<file path="src/rtl/trp_job_sched.sv">
// Round-robin job scheduler that queues transpose jobs per requester and sequences the
// transposer one job at a time with a watchdog.
module trp_job_sched #(
  parameter int unsigned NREQ = 2,
  parameter int unsigned JW   = 4,
  parameter int unsigned QD   = 4,
  parameter int unsigned TOW  = 20,
  localparam int unsigned OW  = (NREQ > 1) ? $clog2(NREQ) : 1
) (
  input  logic               clk,
  input  logic               reset_n,
  input  logic [NREQ-1:0]    req_vld,
  input  logic [NREQ*JW-1:0] req_job,
  output logic [NREQ-1:0]    req_rdy,
  input  logic [TOW-1:0]     timeout_cycles,
  output logic [JW-1:0]      cfg_sel,
  output logic [OW-1:0]      cfg_owner,
  output logic               trp_init_pulse,
  input  logic               trp_finish,
  output logic [NREQ-1:0]    done_vld,
  output logic [JW-1:0]      done_job,
  output logic               done_err,
  output logic               busy
);
  localparam int unsigned AW = $clog2(QD);
  localparam int unsigned CW = AW + 1;

  typedef enum logic [2:0] {StIdle, StSetup, StLaunch, StRun, StDone} state_e;

  state_e          state_q, state_d;
  logic [OW-1:0]   rr_q, rr_d;
  logic [JW-1:0]   mem_q  [NREQ][QD];
  logic [JW-1:0]   mem_d  [NREQ][QD];
  logic [AW-1:0]   wptr_q [NREQ];
  logic [AW-1:0]   wptr_d [NREQ];
  logic [AW-1:0]   rptr_q [NREQ];
  logic [AW-1:0]   rptr_d [NREQ];
  logic [CW-1:0]   cnt_q  [NREQ];
  logic [CW-1:0]   cnt_d  [NREQ];
  logic [JW-1:0]   cfg_sel_q, cfg_sel_d;
  logic [OW-1:0]   cfg_owner_q, cfg_owner_d;
  logic            init_q, init_d;
  logic [TOW-1:0]  wd_q, wd_d;
  logic [TOW-1:0]  lim_q, lim_d;
  logic [NREQ-1:0] done_vld_q, done_vld_d;
  logic [JW-1:0]   done_job_q, done_job_d;
  logic            done_err_q, done_err_d;

  logic [NREQ-1:0] nempty, push, pop;
  logic            found;
  logic [OW-1:0]   gnt, idx;
  logic [JW-1:0]   head;

  // Occupancy comes from registers only, so a full queue never accepts a same-cycle push.
  always_comb begin
    for (int unsigned i = 0; i < NREQ; i++) begin
      nempty[i]  = (cnt_q[i] != '0);
      req_rdy[i] = (cnt_q[i] != CW'(QD));
      push[i]    = req_vld[i] & (cnt_q[i] != CW'(QD));
    end
  end

  // First non-empty queue after the last grant, with wrap.
  always_comb begin
    found = 1'b0;
    gnt   = '0;
    idx   = '0;
    for (int unsigned k = 1; k <= NREQ; k++) begin
      idx = OW'((32'(rr_q) + k) % NREQ);
      if (!found && nempty[idx]) begin
        found = 1'b1;
        gnt   = idx;
      end
    end
    head = mem_q[gnt][rptr_q[gnt]];
    pop  = '0;
    if (state_q == StIdle && found) pop[gnt] = 1'b1;
  end

  always_comb begin
    mem_d  = mem_q;
    wptr_d = wptr_q;
    rptr_d = rptr_q;
    cnt_d  = cnt_q;
    for (int unsigned i = 0; i < NREQ; i++) begin
      if (push[i]) begin
        mem_d[i][wptr_q[i]] = req_job[i*JW +: JW];
        wptr_d[i]           = wptr_q[i] + AW'(1);
      end
      if (pop[i]) rptr_d[i] = rptr_q[i] + AW'(1);
      cnt_d[i] = cnt_q[i] + CW'(push[i]) - CW'(pop[i]);
    end
  end

  always_comb begin
    state_d     = state_q;
    rr_d        = rr_q;
    cfg_sel_d   = cfg_sel_q;
    cfg_owner_d = cfg_owner_q;
    init_d      = 1'b0;
    wd_d        = wd_q;
    lim_d       = lim_q;
    done_vld_d  = '0;
    done_job_d  = '0;
    done_err_d  = 1'b0;
    unique case (state_q)
      StIdle: begin
        if (found) begin
          cfg_sel_d   = head;
          cfg_owner_d = gnt;
          rr_d        = gnt;
          state_d     = StSetup;
        end
      end
      StSetup: begin
        init_d  = 1'b1;
        state_d = StLaunch;
      end
      StLaunch: begin
        wd_d    = '0;
        lim_d   = timeout_cycles;
        state_d = StRun;
      end
      StRun: begin
        wd_d = wd_q + TOW'(1);
        // Finish takes priority over a coincident watchdog expiry.
        if (trp_finish || (lim_q != '0 && wd_q == lim_q - TOW'(1))) begin
          state_d                 = StDone;
          done_vld_d[cfg_owner_q] = 1'b1;
          done_job_d              = cfg_sel_q;
          done_err_d              = ~trp_finish;
        end
      end
      StDone:  state_d = StIdle;
      default: state_d = StIdle;
    endcase
  end

  always_ff @(posedge clk or negedge reset_n) begin
    if (!reset_n) begin
      state_q     <= StIdle;
      rr_q        <= OW'(NREQ - 1);
      cfg_sel_q   <= '0;
      cfg_owner_q <= '0;
      init_q      <= 1'b0;
      wd_q        <= '0;
      lim_q       <= '0;
      done_vld_q  <= '0;
      done_job_q  <= '0;
      done_err_q  <= 1'b0;
      for (int unsigned i = 0; i < NREQ; i++) begin
        wptr_q[i] <= '0;
        rptr_q[i] <= '0;
        cnt_q[i]  <= '0;
        for (int unsigned j = 0; j < QD; j++) mem_q[i][j] <= '0;
      end
    end else begin
      state_q     <= state_d;
      rr_q        <= rr_d;
      cfg_sel_q   <= cfg_sel_d;
      cfg_owner_q <= cfg_owner_d;
      init_q      <= init_d;
      wd_q        <= wd_d;
      lim_q       <= lim_d;
      done_vld_q  <= done_vld_d;
      done_job_q  <= done_job_d;
      done_err_q  <= done_err_d;
      wptr_q      <= wptr_d;
      rptr_q      <= rptr_d;
      cnt_q       <= cnt_d;
      mem_q       <= mem_d;
    end
  end

  assign cfg_sel        = cfg_sel_q;
  assign cfg_owner      = cfg_owner_q;
  assign trp_init_pulse = init_q;
  assign done_vld       = done_vld_q;
  assign done_job       = done_job_q;
  assign done_err       = done_err_q;
  assign busy           = (state_q != StIdle) | (|nempty);

endmodule

</file>
<file path="config.mk">
export PLATFORM = sky130hd
export DESIGN_NAME = trp_job_sched
export DESIGN_NICKNAME = d
export VERILOG_FILES = /design/src/rtl/trp_job_sched.sv
export SDC_FILE = /design/constraint.sdc
export NUM_CORES = 1
export LEC_CHECK = 0
export BUFFER_PORTS_ARGS = -buffer_cell sky130_fd_sc_hd__buf_4
export CORE_ASPECT_RATIO = 0.9
export CORE_UTILIZATION = 49
export CTS_BUF_LIST = sky130_fd_sc_hd__clkbuf_4
export CTS_CLUSTER_SIZE = 28
export DETAILED_ROUTE_END_ITERATION = 7
export PLACE_DENSITY = 0.7
export SYNTH_ARGS = -nofsm -noshare
export SYNTH_HDL_FRONTEND = slang
export SYNTH_SLANG_ARGS = --single-unit
</file>
<file path="constraint.sdc">
create_clock -name clk -period 2.6 [get_ports clk]
set_input_delay 0.78 -clock clk [delete_from_list [all_inputs] [get_ports clk]]
set_output_delay 0.78 -clock clk [all_outputs]
set_load 0.05 [all_outputs]
</file>
==> flow_summary.yaml, run 1 <==
timing:
  maxSlewViolCount: 0
  finalCritPeriodShare: 0.984
  finalSetupViolations: 0
  clock_skew_ns: 0.0184
  max_slew.worst_pin.slew_ns: 0.570
  finalHoldViolCount: 0
  holdWs_ns: 0.189
  max_freq_ghz: 0.391
  rsz0062_at_grt: "yes"
  final.min_clock_period_ns: 2.56
  maxSlewHeadroom: 0.619
  setup_ws_ns: 0.0426
final_layout:
  layout-drive-gt1-share: 0.336
  final_cell_area_sq_um: 6580
  insertedDiodeCount: 0
  layout.nets: 627
  stdcell_count: 735
  area_delta_synth_final_pct: 17.7
placed_design:
  hpwl_mm: 8.97
  place.port_buffers: 48
  pre_cts_slack_ns: 0.0150
  gp_congestion: 0.845
  dp.cells: 710
  dpl_cell_area_sq_um: 6250
grt:
  grt_use_met3: 0.0548
  grt_antenna_before_repair: 0
  grt_use_met1: 0.307
  grt_pass1_vias: 3926
  grt_max_degree: 60
  top_usage_layer: "met2"
  grt_pass1_wl_mm: 19.7
  grtUsageMet2: 0.338
  grt_overflow_total: 0
  grtUsageTotal: 0.218
clock_network:
  cts_num_sinks: 103
  cts_tree: "done"
  root_buffer: "clkbuf_4"
  clk_latency_ns: 0.48
  clk_pin_slew_ns: 0.18
  cts_hold_buffers: 0
  cts-buffers-inserted: 9
  cts_max_path_buffers: 2
  htree_levels: 3
pwr:
  p_sw_mw: 3.32
  finalPower_mw: 7.65
  pwr-share-seq: 0.384
  switching_share: 0.434
  combinationalPowerShare: 0.505
  p_leak_nw: 2.90
  clkPwrFrac: 0.111
  intPower_mw: 4.33
  power.density_nw_per_um2: 1160
  ir_worst_vdd_mv: 0.534
detailed_routing:
  drt_wl_total_mm: 11.9
  dr.pass1.iters: 4
  drtIter0Drc: 194
  wl_per_cell_um: 16.2
  num_vias: 4011
  drc: 0
  drtAntennaViolNets: 0
  viasPerCell: 5.46
synth:
  postSynthAreaPerCell_sq_um: 11.2
  ys_ff_latch: 103
  ys_warn_count: 0
  async_flop_share: 1.00
  synth_ff_type: "dfrtp_1"
  synth_edf_count: 0
  syn_area_sq_um: 5590
  syn-num-nets: 550
  seq_area_frac_synth: 0.461
  syn_inst: 501
  ys_types: 63
critical_path:
  required_ns: 2.98
  startpoint: "lim_q[6]$_DFFE_PN0N_"
  path_class: "reg2reg"
  critical_path.top_delay_family: "simple AND/OR/NAND/NOR gates"
  worst_ep_arrival_time_ns: 2.94
  slowest_stage: "dfrtp_2"
  crit_path_max_incr_delay_ns: 0.50
  critPathCaptureType: "flop"
  crit_top_cell: "nor4_4"
  path_cells: "nor4_4 -> nand3_4 -> nor4_4 -> o221ai_2 -> nor4_4 -> a31oi_4 -> o21a_1"
  r2r-start: "lim_q[6]$_DFFE_PN0N_"
  crit_buf_inv: 0
  start_kind: "flop"
  critical_path.max_fanout: 8
floorplan:
  start_util: 0.511
  core.rowCount: 36
  pin_count: 49
  die_h_um: 103
  core_sq_um: 10900
  die_w_um: 115
  die_area_sq_um: 11800
run_status:
  outcome: "completed"
hold_path:
  hp-class: "in2async"
job:
  drv_cap: 0
[cells in the mapped netlist, drive strengths merged (3+ instances only)]
cell      n  area [sq um]
clkbuf   18          97.6
nand3    16          92.6
and3      4          25.0
xnor2    27           236
nor3     17           106
nand2    38           143
xor2     13           114
nor3b    10           100
nor2b    11          68.8
ha       14           175
and2      4          25.0
nor2     33           124
a21oi     7          35.0
dfrtp   102          2550
a21o      8          61.3
mux2     50           563
a22o      9          78.8
mux2i    13           130
inv      18          67.6
o21ai    14          70.1
nor4      7           101
a211oi   16           120
nand4     4          31.3
nand2b    6          37.5
nor4b     3          26.3
[layout by cell type, fill, tap and decap left out, drive strengths merged, types with 3 or more instances in the layout]
master and count:
nand4 4, clkbuf 9, nand2b 6, a211oi 16, and3 4, nor4b 3, ha 14, nor3b 10
xor2 13, dfrtp 102, a21o 8, buf 86, a21oi 7, nor4 7, inv 23, nand3 16
mux2 50, o21ai 14, nand2 38, a22o 9, nor2b 11, nor3 17, xnor2 27, nor2 33
and2 4, mux2i 13
[cell type report]
| type | count | area, sq um |
|---|---|---|
| Clock buffer | 9 | 67.6 |
| Clock inverter | 7 | 77.6 |
| Fill cell | 917 | 4370 |
| Inverter | 18 | 67.6 |
| Multi-Input combinational cell | 360 | 2930 |
| Sequential cell | 103 | 2580 |
| Tap cell | 152 | 190 |
| Timing Repair Buffer | 86 | 669 |
[per-stage QoR]
step / utilization / TNS (ns)
finish: 0.601 / 0
CTS: 0.588 / -0.0000957
floorplan: - / 0
global placement: 0.571 / 0
detailed placement: 0.571 / 0
global route: 0.601 / -0.542
[state kept, by name, indices dropped and copies added (netlist names)]
| signal | count |
|---|---|
| done_err | 1 |
| rr_q | 1 |
| done_vld | 2 |
| mem_q | 32 |
| state_q | 3 |
| wptr_q | 4 |
| cfg_owner | 1 |
| rptr_q | 4 |
| lim_q | 20 |
| cnt_q | 6 |
| done_job | 4 |
| trp_init_pulse | 1 |
| wd_q | 20 |
| cfg_sel | 4 |
[worst paths after layout]
path / to / slack, ns / cells past startpoint
setup / recovery: state_q[1]$_DFFE_PN0P_ / 0.04 / 7
hold / removal: mem_q[12]$_DFFE_PN0P_ / 0.19 / 1
setup reg to reg: state_q[1]$_DFFE_PN0P_ / 0.04 / 7
hold reg to reg: rptr_q[1]$_DFFE_PN0P_ / 0.48 / 1
max in group asynchronous: rr_q$_DFFE_PN1P_ / 1.72 / 2
min in group clk: rptr_q[1]$_DFFE_PN0P_ / 0.48 / 1
[logic make-up (layout without fill, tap and decap cells)]
| group | after synthesis | count (layout) | synth area share |
|---|---|---|---|
| simple gates | 164 | 164 | 0.173 |
| compound gates | 77 | 77 | 0.105 |
| flops | 103 | 103 | 0.461 |
| buf+inv | 38 | 120 | 0.0360 |
| mux | 63 | 63 | 0.124 |
| fa+ha+maj | 16 | 16 | 0.0385 |
| xor+xnor | 40 | 40 | 0.0627 |
[what timing repair did]
action,4_1_cts,5_1_grt
pin swaps,0,15
gates resized for setup,6,20
endpoints found under the setup margin,7,12
setup buffers,2,7
[per-layer routing]
metal	up-vias	share of wire
li1	1946	-
met1	1984	0.49
met2	66	0.45
met3	15	0.048
met4	0	0.014
met5	-	0
[power by group through the flow]
stage / Sequential (mW) / Combinational [mW] / Clock (mW)
floorplan: 2.94 / 2.64 / 0
global placement: 2.89 / 3.55 / 0
detailed placement: 2.93 / 3.67 / 0
CTS: 2.90 / 3.75 / 0.879
finish: 2.94 / 3.87 / 0.846
global route: 3.04 / 4.24 / 0.941
No activity file was read; power rests on OpenSTA's default activity.
==> inputs of run 2 (changes only) <==
CORE_UTILIZATION = 56   (was 49)
PLACE_DENSITY = 0.79   (was 0.7)
==> flow_summary.yaml, run 2 (synthesis results as in run 1) <==
detailed_routing:
  viasPerCell: 5.78
  dr.pass1.iters: 4
  num_vias: 4064
  drtIter0Drc: 200
  drc: 0
  drt_wl_total_mm: 11.8
  wl_per_cell_um: 16.8
  drtAntennaViolNets: 0
critical_path:
  reg2reg_slack_ns: 0.08
  required_ns: 1.82
  path_class: "reg2out"
  path_cells: "or3_4 -> nor2b_4 -> nand2_1 -> buf_4"
  start_kind: "flop"
  crit_end: "busy"
  slowest_stage: "dfrtp_1"
  r2r-start: "lim_q[6]$_DFFE_PN0N_"
  startpoint: "cnt_q[3]$_DFF_PN0_"
  critical_path.max_fanout: 4
  rr_endpoint: "done_job[1]$_DFF_PN0_"
  crit_path_max_incr_delay_ns: 0.43
  worst_ep_arrival_time_ns: 1.75
  critPathCaptureType: "output port"
  reg2reg_depth: 9
clock_network:
  clk_pin_slew_ns: 0.16
  htree_levels: 3
  cts-buffers-inserted: 9
  clk_latency_ns: 0.48
  cts_num_sinks: 103
  cts_hold_buffers: 0
  root_buffer: "clkbuf_4"
  cts_max_path_buffers: 2
  cts_tree: "done"
hold_path:
  hp-class: "in2async"
floorplan:
  die_h_um: 96.8
  die_area_sq_um: 10400
  core_sq_um: 9700
  die_w_um: 107
  pin_count: 49
  start_util: 0.576
  core.rowCount: 34
grt:
  grt_antenna_before_repair: 0
  grt_max_degree: 39
  grt_pass1_wl_mm: 19.7
  grt_overflow_total: 0
  grtUsageTotal: 0.244
  grt_pass1_vias: 4087
run_status:
  outcome: "completed"
job:
  drv_cap: 0
placed_design:
  gp_congestion: 0.873
  place.port_buffers: 48
  hpwl_mm: 8.39
  pre_cts_slack_ns: -0.0717
pwr:
  p_leak_nw: 2.86
  ir_worst_vdd_mv: 0.597
  power.density_nw_per_um2: 1170
final_layout:
  largestRegisters: "mem_q x32, lim_q x20, wd_q x20"
  ff_latch_area_sq_um: 2580
  insertedDiodeCount: 0
  top_register: "mem_q"
  largest_reg_flops: 32
  multi_input_comb_area_sq_um: 2940
  area_delta_synth_final_pct: 16.4
  layout.nets: 621
  final_common_cell: "dfrtp_1"
  layout-drive-gt1-share: 0.328
  fill_cells: 729
  final_cell_mix: "100 x dfrtp_1, 77 x buf_4, 50 x mux2_2, 38 x nand2_1, 31 x nor2_1"
timing:
  clock_skew_ns: 0.0209
  maxSlewHeadroom: 0.594
  finalSetupViolations: 0
  tns_ns: 0
  final.min_clock_period_ns: 2.53
  finalHoldViolCount: 0
  finalCritPeriodShare: 0.971
  setup_ws_ns: 0.0741
  maxSlewViolCount: 0
  max_slew.worst_pin.slew_ns: 0.609
  max_freq_ghz: 0.396
run 2: changes by cell type in the layout (fill, tap and decap cells not counted), moves of 2 or more:
cell,before,now
buf_12,1,3
buf_4,83,77
clkinv_2,0,2
inv_8,4,1
nor4_2,3,0
nor4_4,4,6
nor4b_2,0,2
run 2: per-stage QoR:
stage,cell area [sq um],hold slack (ns),power (mW),utilization,std cells
after global placement,6170,0.463,6.36,0.636,677
final,6500,0.255,7.59,0.671,703
after CTS,6330,0.263,7.34,0.652,696
after detailed placement,6170,0.467,6.52,0.636,677
after floorplan,5610,0.444,5.58,-,501
after global routing,6500,0.265,8.15,0.671,703
run 2: timing repair:
item | in CTS | in global routing
cloned | 0 | 0
setup buffers | 3 | 7
gates resized for setup | 2 | 20
pin swaps | 1 | 7
endpoints found under the setup margin | 11 | 13
run 2: area by class of cell:
| type | instances | share of cell area |
|---|---|---|
| Multi-Input combinational cell | 360 | 0.452 |
| Sequential cell | 103 | 0.397 |
| Timing Repair Buffer | 80 | 0.0981 |
| Tap cell | 126 | 0.0242 |
| Clock buffer | 9 | 0.0104 |
| Inverter | 18 | 0.0104 |
| Clock inverter | 7 | 0.00846 |
run 2: layer usage:
layer | track usage | vias to the layer above | share of wire
met5 | 0 | - | 0
met4 | 0.0643 | 0 | 0.021
met3 | 0.0600 | 18 | 0.038
met2 | 0.385 | 81 | 0.48
met1 | 0.336 | 2029 | 0.46
li1 | - | 1936 | -
run 2: power by group:
group          total [mW]  switching (mW)  internal, mW  leakage (nW)
sequential           2.95           0.684          2.26          1.27
clock               0.782           0.573         0.209        0.0686
combinational        3.86            2.05          1.80          1.52
total                7.59            3.31          4.28          2.86
run 2: worst max-delay path, delay by kind of cell, from the launching register on:
family	cells	cell delay, ns
buffers and inverters	1	0.20
and+or+nand+nor	3	0.64
DFF	1	0.43
run 2: worst min path at each step:
| stage | startpoint | end | slack (ns) | depth (start not counted) |
|---|---|---|---|---|
| 6_report | reset_n | lim_q[9]$_DFFE_PN0N_ | 0.26 | 1 |
| 2_1_floorplan | rptr_q[1]$_DFFE_PN0P_ | rptr_q[1]$_DFFE_PN0P_ | 0.44 | 1 |
| 3_5_place_dp | rptr_q[3]$_DFFE_PN0P_ | rptr_q[3]$_DFFE_PN0P_ | 0.47 | 1 |
| 5_1_grt | reset_n | lim_q[10]$_DFFE_PN0N_ | 0.26 | 1 |
| 3_3_place_gp | rptr_q[1]$_DFFE_PN0P_ | rptr_q[1]$_DFFE_PN0P_ | 0.46 | 1 |
| 4_1_cts | reset_n | lim_q[3]$_DFFE_PN0N_ | 0.26 | 1 |
